**src/rtl/alu_rs_pkg.sv**
```systemverilog
// Shared definitions for the ALU reservation station: field widths, default depth, op codes,
// entry layout and the CDB operand snoop helper.
package alu_rs_pkg;

  localparam int unsigned OP_LEN      = 4;
  localparam int unsigned IMM_LEN     = 32;
  localparam int unsigned PC_LEN      = 32;
  localparam int unsigned ROB_LEN     = 4;
  localparam int unsigned INT_LEN     = 32;
  localparam int unsigned RS_SIZE_DEF = 8;
  localparam int unsigned RS_IDX_LEN  = $clog2(RS_SIZE_DEF);

  typedef enum logic [OP_LEN-1:0] {
    OpAdd  = 4'd0,
    OpSub  = 4'd1,
    OpAnd  = 4'd2,
    OpOr   = 4'd3,
    OpXor  = 4'd4,
    OpSll  = 4'd5,
    OpSrl  = 4'd6,
    OpSra  = 4'd7,
    OpSlt  = 4'd8,
    OpSltu = 4'd9
  } alu_op_e;

  typedef struct packed {
    logic               busy;
    logic [ROB_LEN-1:0] tag;
    logic [INT_LEN-1:0] val;
  } operand_t;

  typedef struct packed {
    logic               valid;
    logic [OP_LEN-1:0]  op;
    logic [IMM_LEN-1:0] imm;
    logic [PC_LEN-1:0]  pc;
    logic [ROB_LEN-1:0] robpos;
    operand_t           opj;
    operand_t           opk;
  } rs_entry_t;

  // A busy operand picks up a matching broadcast; cdb0 takes precedence over cdb1.
  function automatic operand_t snoop(input operand_t           opnd,
                                     input logic               c0_valid,
                                     input logic [ROB_LEN-1:0] c0_robpos,
                                     input logic [INT_LEN-1:0] c0_val,
                                     input logic               c1_valid,
                                     input logic [ROB_LEN-1:0] c1_robpos,
                                     input logic [INT_LEN-1:0] c1_val);
    operand_t res;
    res = opnd;
    if (opnd.busy) begin
      if (c0_valid && (c0_robpos == opnd.tag)) begin
        res.busy = 1'b0;
        res.val  = c0_val;
      end else if (c1_valid && (c1_robpos == opnd.tag)) begin
        res.busy = 1'b0;
        res.val  = c1_val;
      end
    end
    return res;
  endfunction

endpackage

```
**src/rtl/alu_rs_select.sv**
```systemverilog
// Issue selection: picks one eligible entry as a one-hot grant. With ALU_RS_AGE_PRIO_EN the
// oldest eligible entry wins (older[i][j] set when i was dispatched before j), else lowest index.
module alu_rs_select #(
  parameter int unsigned NumEntries = 8
) (
  input  logic [NumEntries-1:0]                 eligible,
`ifdef ALU_RS_AGE_PRIO_EN
  input  logic [NumEntries-1:0][NumEntries-1:0] older,
`endif
  output logic [NumEntries-1:0]                 grant,
  output logic                                  grant_valid
);

`ifdef ALU_RS_AGE_PRIO_EN
  always_comb begin
    for (int i = 0; i < NumEntries; i++) begin
      grant[i] = eligible[i];
      for (int j = 0; j < NumEntries; j++) begin
        if ((i != j) && eligible[j] && !older[i][j]) begin
          grant[i] = 1'b0;
        end
      end
    end
  end
`else
  // Isolate the lowest set bit.
  assign grant = eligible & (~eligible + NumEntries'(1));
`endif

  assign grant_valid = |eligible;

endmodule

```
**src/rtl/alu_rs.sv**
```systemverilog
// ALU reservation station: holds dispatched ops until both operands arrive over the CDBs, then
// issues one per cycle to a registered ALU port. Define ALU_RS_AGE_PRIO_EN for oldest-first issue.
module alu_rs
  import alu_rs_pkg::*;
#(
  parameter int unsigned RS_SIZE = RS_SIZE_DEF
) (
  input  logic               clk,
  input  logic               reset_n,
  input  logic               ready,
  input  logic               clear,
  input  logic               in_valid,
  input  logic [OP_LEN-1:0]  in_op,
  input  logic [IMM_LEN-1:0] in_imm,
  input  logic [PC_LEN-1:0]  in_pc,
  input  logic [ROB_LEN-1:0] in_robpos,
  input  logic               in_qj_busy,
  input  logic               in_qk_busy,
  input  logic [ROB_LEN-1:0] in_qj,
  input  logic [ROB_LEN-1:0] in_qk,
  input  logic [INT_LEN-1:0] in_vj,
  input  logic [INT_LEN-1:0] in_vk,
  input  logic               cdb0_valid,
  input  logic [ROB_LEN-1:0] cdb0_robpos,
  input  logic [INT_LEN-1:0] cdb0_val,
  input  logic               cdb1_valid,
  input  logic [ROB_LEN-1:0] cdb1_robpos,
  input  logic [INT_LEN-1:0] cdb1_val,
  output logic               rs_full,
  output logic               work,
  output logic [OP_LEN-1:0]  op,
  output logic [IMM_LEN-1:0] imm,
  output logic [PC_LEN-1:0]  pc,
  output logic [ROB_LEN-1:0] robpos,
  output logic [INT_LEN-1:0] rs1,
  output logic [INT_LEN-1:0] rs2
);

  localparam int unsigned IdxW = (RS_SIZE > 1) ? $clog2(RS_SIZE) : 1;

  rs_entry_t           entry_q [RS_SIZE];
  rs_entry_t           entry_d [RS_SIZE];
  rs_entry_t           new_entry;
  rs_entry_t           sel_entry;
  logic [RS_SIZE-1:0]  valid_vec;
  logic [RS_SIZE-1:0]  eligible;
  logic [RS_SIZE-1:0]  grant;
  logic                grant_valid;
  logic [IdxW-1:0]     free_idx;
  logic [IdxW-1:0]     grant_idx;
  logic                free_found;
  logic                dispatch;

  logic               work_q;
  logic [OP_LEN-1:0]  op_q;
  logic [IMM_LEN-1:0] imm_q;
  logic [PC_LEN-1:0]  pc_q;
  logic [ROB_LEN-1:0] robpos_q;
  logic [INT_LEN-1:0] rs1_q;
  logic [INT_LEN-1:0] rs2_q;

  // Eligibility is taken from registered state only, so a wakeup or dispatch captured at an edge
  // can be selected no earlier than the following cycle.
  always_comb begin
    for (int i = 0; i < RS_SIZE; i++) begin
      valid_vec[i] = entry_q[i].valid;
      eligible[i]  = entry_q[i].valid && !entry_q[i].opj.busy && !entry_q[i].opk.busy;
    end
  end

  assign rs_full  = &valid_vec;
  assign dispatch = ready && in_valid && !rs_full && !clear;

  always_comb begin
    free_idx   = '0;
    free_found = 1'b0;
    for (int i = 0; i < RS_SIZE; i++) begin
      if (!valid_vec[i] && !free_found) begin
        free_idx   = IdxW'(i);
        free_found = 1'b1;
      end
    end
  end

  always_comb begin
    grant_idx = '0;
    for (int i = 0; i < RS_SIZE; i++) begin
      if (grant[i]) begin
        grant_idx = IdxW'(i);
      end
    end
  end

  assign sel_entry = entry_q[grant_idx];

`ifdef ALU_RS_AGE_PRIO_EN
  logic [RS_SIZE-1:0][RS_SIZE-1:0] older_q;
  logic [RS_SIZE-1:0][RS_SIZE-1:0] older_d;

  // A new entry is younger than every other slot; relations between other slots are untouched.
  always_comb begin
    older_d = older_q;
    if (dispatch) begin
      for (int i = 0; i < RS_SIZE; i++) begin
        if (free_idx == IdxW'(i)) begin
          older_d[i] = '0;
        end else begin
          older_d[i][free_idx] = 1'b1;
        end
      end
    end
  end

  always_ff @(posedge clk or negedge reset_n) begin
    if (!reset_n) begin
      older_q <= '0;
    end else begin
      older_q <= older_d;
    end
  end
`endif

  alu_rs_select #(
    .NumEntries (RS_SIZE)
  ) u_select (
    .eligible    (eligible),
`ifdef ALU_RS_AGE_PRIO_EN
    .older       (older_q),
`endif
    .grant       (grant),
    .grant_valid (grant_valid)
  );

  always_comb begin
    new_entry        = '0;
    new_entry.valid  = 1'b1;
    new_entry.op     = in_op;
    new_entry.imm    = in_imm;
    new_entry.pc     = in_pc;
    new_entry.robpos = in_robpos;
    new_entry.opj    = snoop('{busy: in_qj_busy, tag: in_qj, val: in_vj},
                             cdb0_valid, cdb0_robpos, cdb0_val,
                             cdb1_valid, cdb1_robpos, cdb1_val);
    new_entry.opk    = snoop('{busy: in_qk_busy, tag: in_qk, val: in_vk},
                             cdb0_valid, cdb0_robpos, cdb0_val,
                             cdb1_valid, cdb1_robpos, cdb1_val);
  end

  always_comb begin
    for (int i = 0; i < RS_SIZE; i++) begin
      entry_d[i] = entry_q[i];
      if (clear) begin
        entry_d[i].valid = 1'b0;
      end else if (ready) begin
        entry_d[i].opj = snoop(entry_q[i].opj, cdb0_valid, cdb0_robpos, cdb0_val,
                               cdb1_valid, cdb1_robpos, cdb1_val);
        entry_d[i].opk = snoop(entry_q[i].opk, cdb0_valid, cdb0_robpos, cdb0_val,
                               cdb1_valid, cdb1_robpos, cdb1_val);
        if (grant[i]) begin
          entry_d[i].valid = 1'b0;
        end
        if (dispatch && (free_idx == IdxW'(i))) begin
          entry_d[i] = new_entry;
        end
      end
    end
  end

  always_ff @(posedge clk or negedge reset_n) begin
    if (!reset_n) begin
      for (int i = 0; i < RS_SIZE; i++) begin
        entry_q[i] <= '0;
      end
    end else begin
      for (int i = 0; i < RS_SIZE; i++) begin
        entry_q[i] <= entry_d[i];
      end
    end
  end

  always_ff @(posedge clk or negedge reset_n) begin
    if (!reset_n) begin
      work_q   <= 1'b0;
      op_q     <= '0;
      imm_q    <= '0;
      pc_q     <= '0;
      robpos_q <= '0;
      rs1_q    <= '0;
      rs2_q    <= '0;
    end else if (clear) begin
      work_q <= 1'b0;
    end else if (ready) begin
      work_q <= grant_valid;
      if (grant_valid) begin
        op_q     <= sel_entry.op;
        imm_q    <= sel_entry.imm;
        pc_q     <= sel_entry.pc;
        robpos_q <= sel_entry.robpos;
        rs1_q    <= sel_entry.opj.val;
        rs2_q    <= sel_entry.opk.val;
      end
    end
  end

  assign work   = work_q;
  assign op     = op_q;
  assign imm    = imm_q;
  assign pc     = pc_q;
  assign robpos = robpos_q;
  assign rs1    = rs1_q;
  assign rs2    = rs2_q;

endmodule

```
**config.mk**
```make
export PLATFORM = sky130hd
export DESIGN_NAME = alu_rs
export DESIGN_NICKNAME = d
export VERILOG_FILES = /design/src/rtl/alu_rs_pkg.sv /design/src/rtl/alu_rs_select.sv /design/src/rtl/alu_rs.sv
export SDC_FILE = /design/constraint.sdc
export NUM_CORES = 2
export LEC_CHECK = 0
export ABC_AREA = 1
export CAP_MARGIN = 20
export CORE_MARGIN = 2
export CORE_UTILIZATION = 50
export CTS_CLUSTER_DIAMETER = 80
export CTS_CLUSTER_SIZE = 14
export DETAILED_ROUTE_END_ITERATION = 12
export PLACE_DENSITY = 0.71
export RECOVER_POWER = 100
export SYNTH_ARGS = -nofsm -noshare
export SYNTH_HDL_FRONTEND = slang
export SYNTH_SLANG_ARGS = --single-unit
```
**constraint.sdc**
```tcl
create_clock -name clk -period 1.7 [get_ports clk]
set_input_delay 0.255 -clock clk [delete_from_list [all_inputs] [get_ports clk]]
set_output_delay 0.255 -clock clk [all_outputs]
set_load 0.01 [all_outputs]
```
Word-level counts from Yosys, hierarchy flattened
Cells that the tools add are included.
{ "totals": {"register_bits": 1313, "in_bits": 225, "out_inout_bits": 138, "word_cells": 489} }
{ "classes": {"add_sub_neg": 1, "order_cmp": 1, "n_eq_ne": 43, "muxes": 166, "bitwise_logic": 4, "n_reduce_logical": 179} }
{ "ops": {"columns": ["op", "n"], "rows": [
  ["147-bit two-way mux", 16],
  ["32-bit two-way mux", 54],
  ["147-bit binary-select mux with 3-bit select", 1],
  ["146-bit two-way mux", 2],
  ["4-bit == test", 36],
  ["1-bit two-way mux", 81],
  ["3-bit nonzero test", 24],
  ["1-bit logical AND", 70],
  ["4-bit AND reduction", 16],
  ["3-bit two-way mux", 12],
  ["2-bit nonzero test", 17],
  ["1-bit zero test", 31],
  ["3-bit AND reduction", 9],
  ["2-bit AND reduction", 9],
  ["3-bit == test (second input constant)", 4],
  ["8-bit by 1-bit adder with 8-bit output (second input constant)", 1],
  ["8-bit AND", 1],
  ["8-bit NOT", 1],
  ["8-bit AND reduction", 1],
  ["8-bit OR reduction", 1],
  ["3-bit by 2-bit == test with 1-bit output (second input constant)", 2],
  ["4-bit greater-or-equal comparator (second input constant)", 1],
  ["3-bit NOT with 4-bit output", 1],
  ["3-bit by 1-bit == test with 1-bit output (second input constant)", 1],
  ["2 further kinds", 2]
]} }

Depth between registers and ports, before layout
{ "logic_depth": {"depth_word": 26, "mapped_depth": 16, "depth_no_buf": 13} }

Hierarchy
From an unflattened synthesis, not the netlist that was laid out.
{ "unflattened": {"cells_unflattened": 12009, "area_unflattened_um2": 78755.5} }
{ "by_module_without_submodules": {"columns": ["mod", "instances", "cells_each", "area_each_um2", "seq_area_each_um2"], "rows": [
  ["alu_rs", 1, 11986, 78644.2, 32856.5],
  ["alu_rs_select", 1, 23, 111.4, 0.0]
]} }

Worst setup path before layout
No wires, ideal clock.
{ "synth_path": {"path_kind": "register to register", "startpoint": "register entry_q[771] (netlist name)", "endpoint": "register rs2_q[10], in the netlist rs2[10]", "setup_ns": 0.118, "t_arrival_ns": 1.799, "required_ns": 1.582, "setup_slack_ns": -0.217, "path_stages_with_launch": 14, "path_buffers": 3, "period_less_slack_ns": 1.917, "path_cell_list": "dfrtp_1 inv_1 nand3_1 nand3_1 nor2_2 nor2_4 buf_4 buf_2 clkbuf_1 nand4_1 nand3_1 nand3_1 nand3_1 nand2_1"} }
{ "synth_via": {"elab_chain_cells": 15, "elab_cells_between_ends": 17, "cone_classes": "add/sub (1); mux (9); bitwise (3); reduce/logical (4)"} }
{ "synth_rtl": {"columns": ["item", "line_no", "text"], "rows": [
  ["start, declared", "alu_rs.sv:41", "rs_entry_t entry_q [RS_SIZE];"],
  ["start signal, assigned by index", "alu_rs.sv:176", "entry_q[i] <= entry_d[i];"],
  ["1-bit zero test (*)", "alu_rs.sv:67", "eligible[i] = entry_q[i].valid && !entry_q[i].opj.busy && !entry_q[i].opk.busy;"],
  ["1-bit logical AND (*)", "alu_rs.sv:67", null],
  ["8-bit NOT", "alu_rs_select.sv:27", "assign grant = eligible & (~eligible + NumEntries'(1));"],
  ["8-bit by 1-bit adder with 8-bit output", "alu_rs_select.sv:27", null],
  ["8-bit AND", "alu_rs_select.sv:27", null],
  ["3-bit two-way mux (6 in series)", "alu_rs.sv:88", "if (grant[i]) begin"],
  ["3-bit NOT with 4-bit output (implied by the code)", "alu_rs.sv:94", "assign sel_entry = entry_q[grant_idx];"],
  ["147-bit binary-select mux with 3-bit select", "alu_rs.sv:94", null],
  ["146-bit two-way mux (implied by the code) (2 in series)", "alu_rs.sv:94", null],
  ["end signal, assigned", "alu_rs.sv:200", "rs2_q <= sel_entry.opk.val;"],
  ["end, declared", "alu_rs.sv:60", "logic [INT_LEN-1:0] rs2_q;"]
]} }
Mark *: on every way between the ends. The rest lies on a longest branch, timed or not. The select of a mux whose other input is x is not followed.
A chain may end at the register's enable or synchronous reset.

Worst setup path in the final report
{ "layout_path": {"startpoint": "register entry_q[661] (netlist name)", "endpoint": "register rs2_q[16], in the netlist rs2[16]"} }
{ "layout_via": {"elab_chain_cells": 15, "elab_cells_between_ends": 17, "cone_classes": "add/sub (1); mux (8); bitwise (3); reduce/logical (5)"} }
{ "layout_rtl": {"columns": ["item", "line_no"], "rows": [
  ["1-bit zero test (*)", "alu_rs.sv:67"],
  ["1-bit logical AND (*) (2 in series)", "alu_rs.sv:67"],
  ["8-bit NOT", "alu_rs_select.sv:27"],
  ["8-bit by 1-bit adder with 8-bit output", "alu_rs_select.sv:27"],
  ["8-bit AND", "alu_rs_select.sv:27"],
  ["3-bit two-way mux (5 in series)", "alu_rs.sv:88"],
  ["3-bit NOT with 4-bit output (implied by the code)", "alu_rs.sv:94"],
  ["147-bit binary-select mux with 3-bit select", "alu_rs.sv:94"],
  ["146-bit two-way mux (implied by the code) (2 in series)", "alu_rs.sv:94"]
]} }
Marks and branches as above.

==> flow_metrics.py <==
metrics = {
    "place": {
        "gp_congestion": 1.05,
        "numPortBuffers": 362,
        "hpwlAfterDp_um": 235000,
    },
    "critical_path": {
        "cpLargestDelayFamily": "simple AND/OR/NAND/NOR gates",
        "critical_path.endpoint": "rs2[16]$_DFFE_PN0P_",
        "critical_path_buf_inv_count": 5,
        "timing.setup.critical_path_class": "reg -> reg",
        "startpoint": "entry_q[661]$_DFFE_PN0P_",
        "timing.critical_path.slowest_cell_delay_ps": 450,
        "timing.critical_path.to_type": "register",
        "crit-reg2reg-capture": "rs2[16]$_DFFE_PN0P_",
        "path_depth": 13,
        "reg2reg_from": "entry_q[661]$_DFFE_PN0P_",
        "path_common_cell": "nand3_1",
        "cpMaxStageDelayCell": "dfrtp_1",
        "cp.arrival_ps": 3170,
        "crit_path_cell_trace": "nand3b_1 > buf_6 > nor2_4 > nor2_1 > buf_4 > nand2_8 > inv_16 > buf_16 > buf_12 > nand3_1 > nand3_1 > nand3_2 > nand2_1",
        "rrSetupSlack_ps": -800,
        "critPathLaunchType": "register",
        "rr_worst_depth": 13,
        "cp.required_ps": 2360,
        "max_fo_critical_path": 22,
    },
    "timing": {
        "fin_crit_ps": 2500,
        "max-slew-margin-rel_pct": 26.5,
        "setup-violations-final": 1572,
        "hold_viol": 0,
        "timing.clock.skew_ps": 46.2,
        "max_freq_mhz": 400,
        "setup_tns_ps": -703380,
        "worst_pin_slew_ps": 1100,
        "setup_ws_ps": -802,
        "timing.final.max_slew_violations": 0,
        "rsz_0062_raised_after_global_routing": "yes",
        "period_share_pct": 147,
    },
    "logic_synthesis": {
        "yosys-top-cells-count": "nand2_1, o21ai_0, nand3_1",
        "post_synthesis_cell_type_count": 43,
        "synthesis.instances": 11179,
        "synth_top_cell_area_share_pct": 42.5,
        "syn-mean-instance-area_um2": 6.92,
        "synth.yosys.seq_area_share_pct": 42.5,
        "synth-edff-count": 0,
        "synthFlopType": "dfrtp_1",
        "synth.net_count": 11404,
        "yosys.area.top_type": "dfrtp_1",
        "yosys_warnings": 0,
        "postSynthRegisterBits": 1313,
        "post_synth_instance_area_um2": 77400,
        "synthTopCellsByArea": "dfrtp_1, nand2_1, o21ai_0",
        "synthMostInstantiatedCell": "nand2_1",
        "asyncSetResetFlopFracSynth_pct": 100,
    },
    "clock_network": {
        "htree_num_levels": 3,
        "clock_sinks": 1313,
        "clock_tree.buffer_depth": 3,
        "tritoncts": "done",
        "clock_insertion_delay_worst_skew_ps": 810,
        "cts_buffers": 112,
        "cts.reportedPaths.clkPinSlew_ps": 70,
        "cts-root-buf": "clkbuf_16",
    },
    "power": {
        "power_leakage_nw": 49.3,
        "powerDensity_nw_per_um2": 872,
        "worst_ir_drop_vdd_mv": 0.924,
    },
    "final_layout": {
        "filler_cell_count": 12907,
        "finalNetCount": 12325,
        "final_layout_size_suffix_gt1_share_pct": 16.5,
        "area_delta_synth_final_pct": 32.1,
        "final_core_util_pct": 66.4,
    },
    "floorplan": {
        "die_width_um": 397,
        "die-area_um2": 158000,
        "num_io_pins": 363,
        "start_util_pct": 50.3,
        "design.core.area_um2": 154000,
        "rows": 144,
        "die_height_um": 397,
    },
    "global_route": {
        "global_route.usage.met2_pct": 65.6,
        "use_met1_pct": 58.4,
        "met3_track_usage_gr_pct": 14.4,
        "antenna_found_initial": 24,
        "grt-busiest-layer": "met2",
        "number_of_global_route_vias_before_repair": 84357,
        "grtUsageTotal_pct": 45.6,
        "grt_start_max_net_pins": 92,
        "grt_first_pass_wirelength_um": 542000,
        "global_route.overflow_total": 0,
    },
    "hold_path": {
        "min-delay-path-class": "in -> reg",
        "min_path_cells": 3,
    },
    "drt": {
        "drt-total-wl_um": 375000,
        "detailedRoute.firstIterationViolations": 13126,
        "vias": 89236,
        "vias_per_cell": 6.29,
        "detail_route.first_pass.iterations": 10,
        "wire_per_inst_um": 26.4,
        "post-route-drc-count": 0,
        "antenna_violating_nets_post_route": 0,
    },
    "run_status": {
        "failing_checks": "setup timing",
        "run_status": "finished, violations left",
    },
    "job": {
        "max_cap_violations": 0,
    },
}
-- placed cells by master, fill, tap and decap left out, types with 28 or more instances in the layout --
master           synthesis  routed
o21ai_2                  0      28
o21ai_0               1414    1343
clkbuf_16                0     137
nand4_1                555     555
clkdlybuf4s50_1          0     360
buf_12                   0     337
nor2_1                 536     526
nand2_2                 40      98
o211ai_1               223     223
dfrtp_1               1313    1312
nand2_1               3002    2915
o21ai_1                110     153
o22ai_1                 52      52
nand3_2                 11     225
buf_6                   12      80
buf_4                   41     779
buf_16                   0      91
a21oi_1                 88      88
nand3_1               1394    1166
inv_1                 1345    1337
-- where the power goes --
group	internal, mW	switching (mW)
registers	36.9	3.01
clock network	13.0	13.1
logic	10.3	12.9
-- final cells by class --
cell class | count | area [um2] | share of cell area (%)
multi-input combinational | 7542 | 37100 | 36.3
sequential | 1313 | 32900 | 32.2
tap | 2044 | 2560 | 2.50
timing repair inverter | 1 | 11.3 | 0.0110
antenna | 12 | 30.0 | 0.0294
clock buffer | 122 | 2900 | 2.84
inverter | 1384 | 5280 | 5.16
timing repair buffer | 1746 | 21000 | 20.6
clock inverter | 31 | 469 | 0.459
-- sequential cells by signal, summed over array words and instances, names as in the netlist --
name,flops
entry_q,1176
imm,32
op,4
pc,32
robpos,4
rs1,32
rs2,32
work,1
-- kinds of logic (layout without fill, tap and decap cells) --
group,count (synthesis),after routing,synth area share [%]
DFF,1313,1313,42.5
AOI/OAI and AO/OA,1928,1928,13.5
xor gates and xnor gates,33,33,0.374
other,0,12,0
and+or+nand+nor,5580,5581,31.6
buffers and inverters,2325,3284,12.1
-- worst register-to-register path, cell delays in order (launching register included) --
cell and delay [ps]:
dfrtp_1 450, nand3b_1 310, buf_6 190, nor2_4 140, nor2_1 50, buf_4 150
nand2_8 170, inv_16 110, buf_16 180, buf_12 190, nand3_1 140, nand3_1 100
nand3_2 110, nand2_1 50
-- per-stage QoR --
stage / hold slack (ps) / instances / worst slack [ps] / cell area [um2] / total power, mW
after floorplan: -40.6 / 11179 / -137 / 77700 / 51.0
after global placement: 180 / 13826 / -1120 / 92800 / 61.1
after detailed placement: 182 / 13826 / -1160 / 92800 / 61.7
after CTS: 66.7 / 14139 / -681 / 101000 / 88.1
after global routing: 101 / 14184 / -834 / 102000 / 92.8
final: 89.8 / 14195 / -802 / 102000 / 89.1
-- how the worst min path moves through the flow --
stage                           endpoint       from
2_1_floorplan     entry_q[0]$_DFFE_PN0P_    reset_n
3_3_place_gp    entry_q[899]$_DFFE_PN0P_    reset_n
3_5_place_dp    entry_q[899]$_DFFE_PN0P_    reset_n
4_1_cts         entry_q[899]$_DFFE_PN0P_    reset_n
5_1_grt         entry_q[412]$_DFFE_PN0P_  in_imm[8]
6_report       entry_q[1137]$_DFFE_PN0P_  in_pc[30]
-- per-layer routing --
| metal | routed length [um] | vias to the layer above |
|---|---|---|
| met5 | 209 | - |
| met4 | 33000 | 34 |
| met3 | 54100 | 1908 |
| met2 | 154000 | 7067 |
| met1 | 134000 | 41928 |
| li1 | - | 38299 |
-- timing repair --
| item | 4_1_cts | 5_1_grt |
|---|---|---|
| gates resized for setup | 455 | 264 |
| hold buffers | 1 | 0 |
| pin swaps | 126 | 101 |
| gates cloned | 69 | 24 |
| endpoints found under the hold margin | 834 | 0 |
| setup endpoints to repair | 1448 | 1449 |
| setup buffers | 96 | 29 |
No activity file was read; power rests on OpenSTA's default activity.
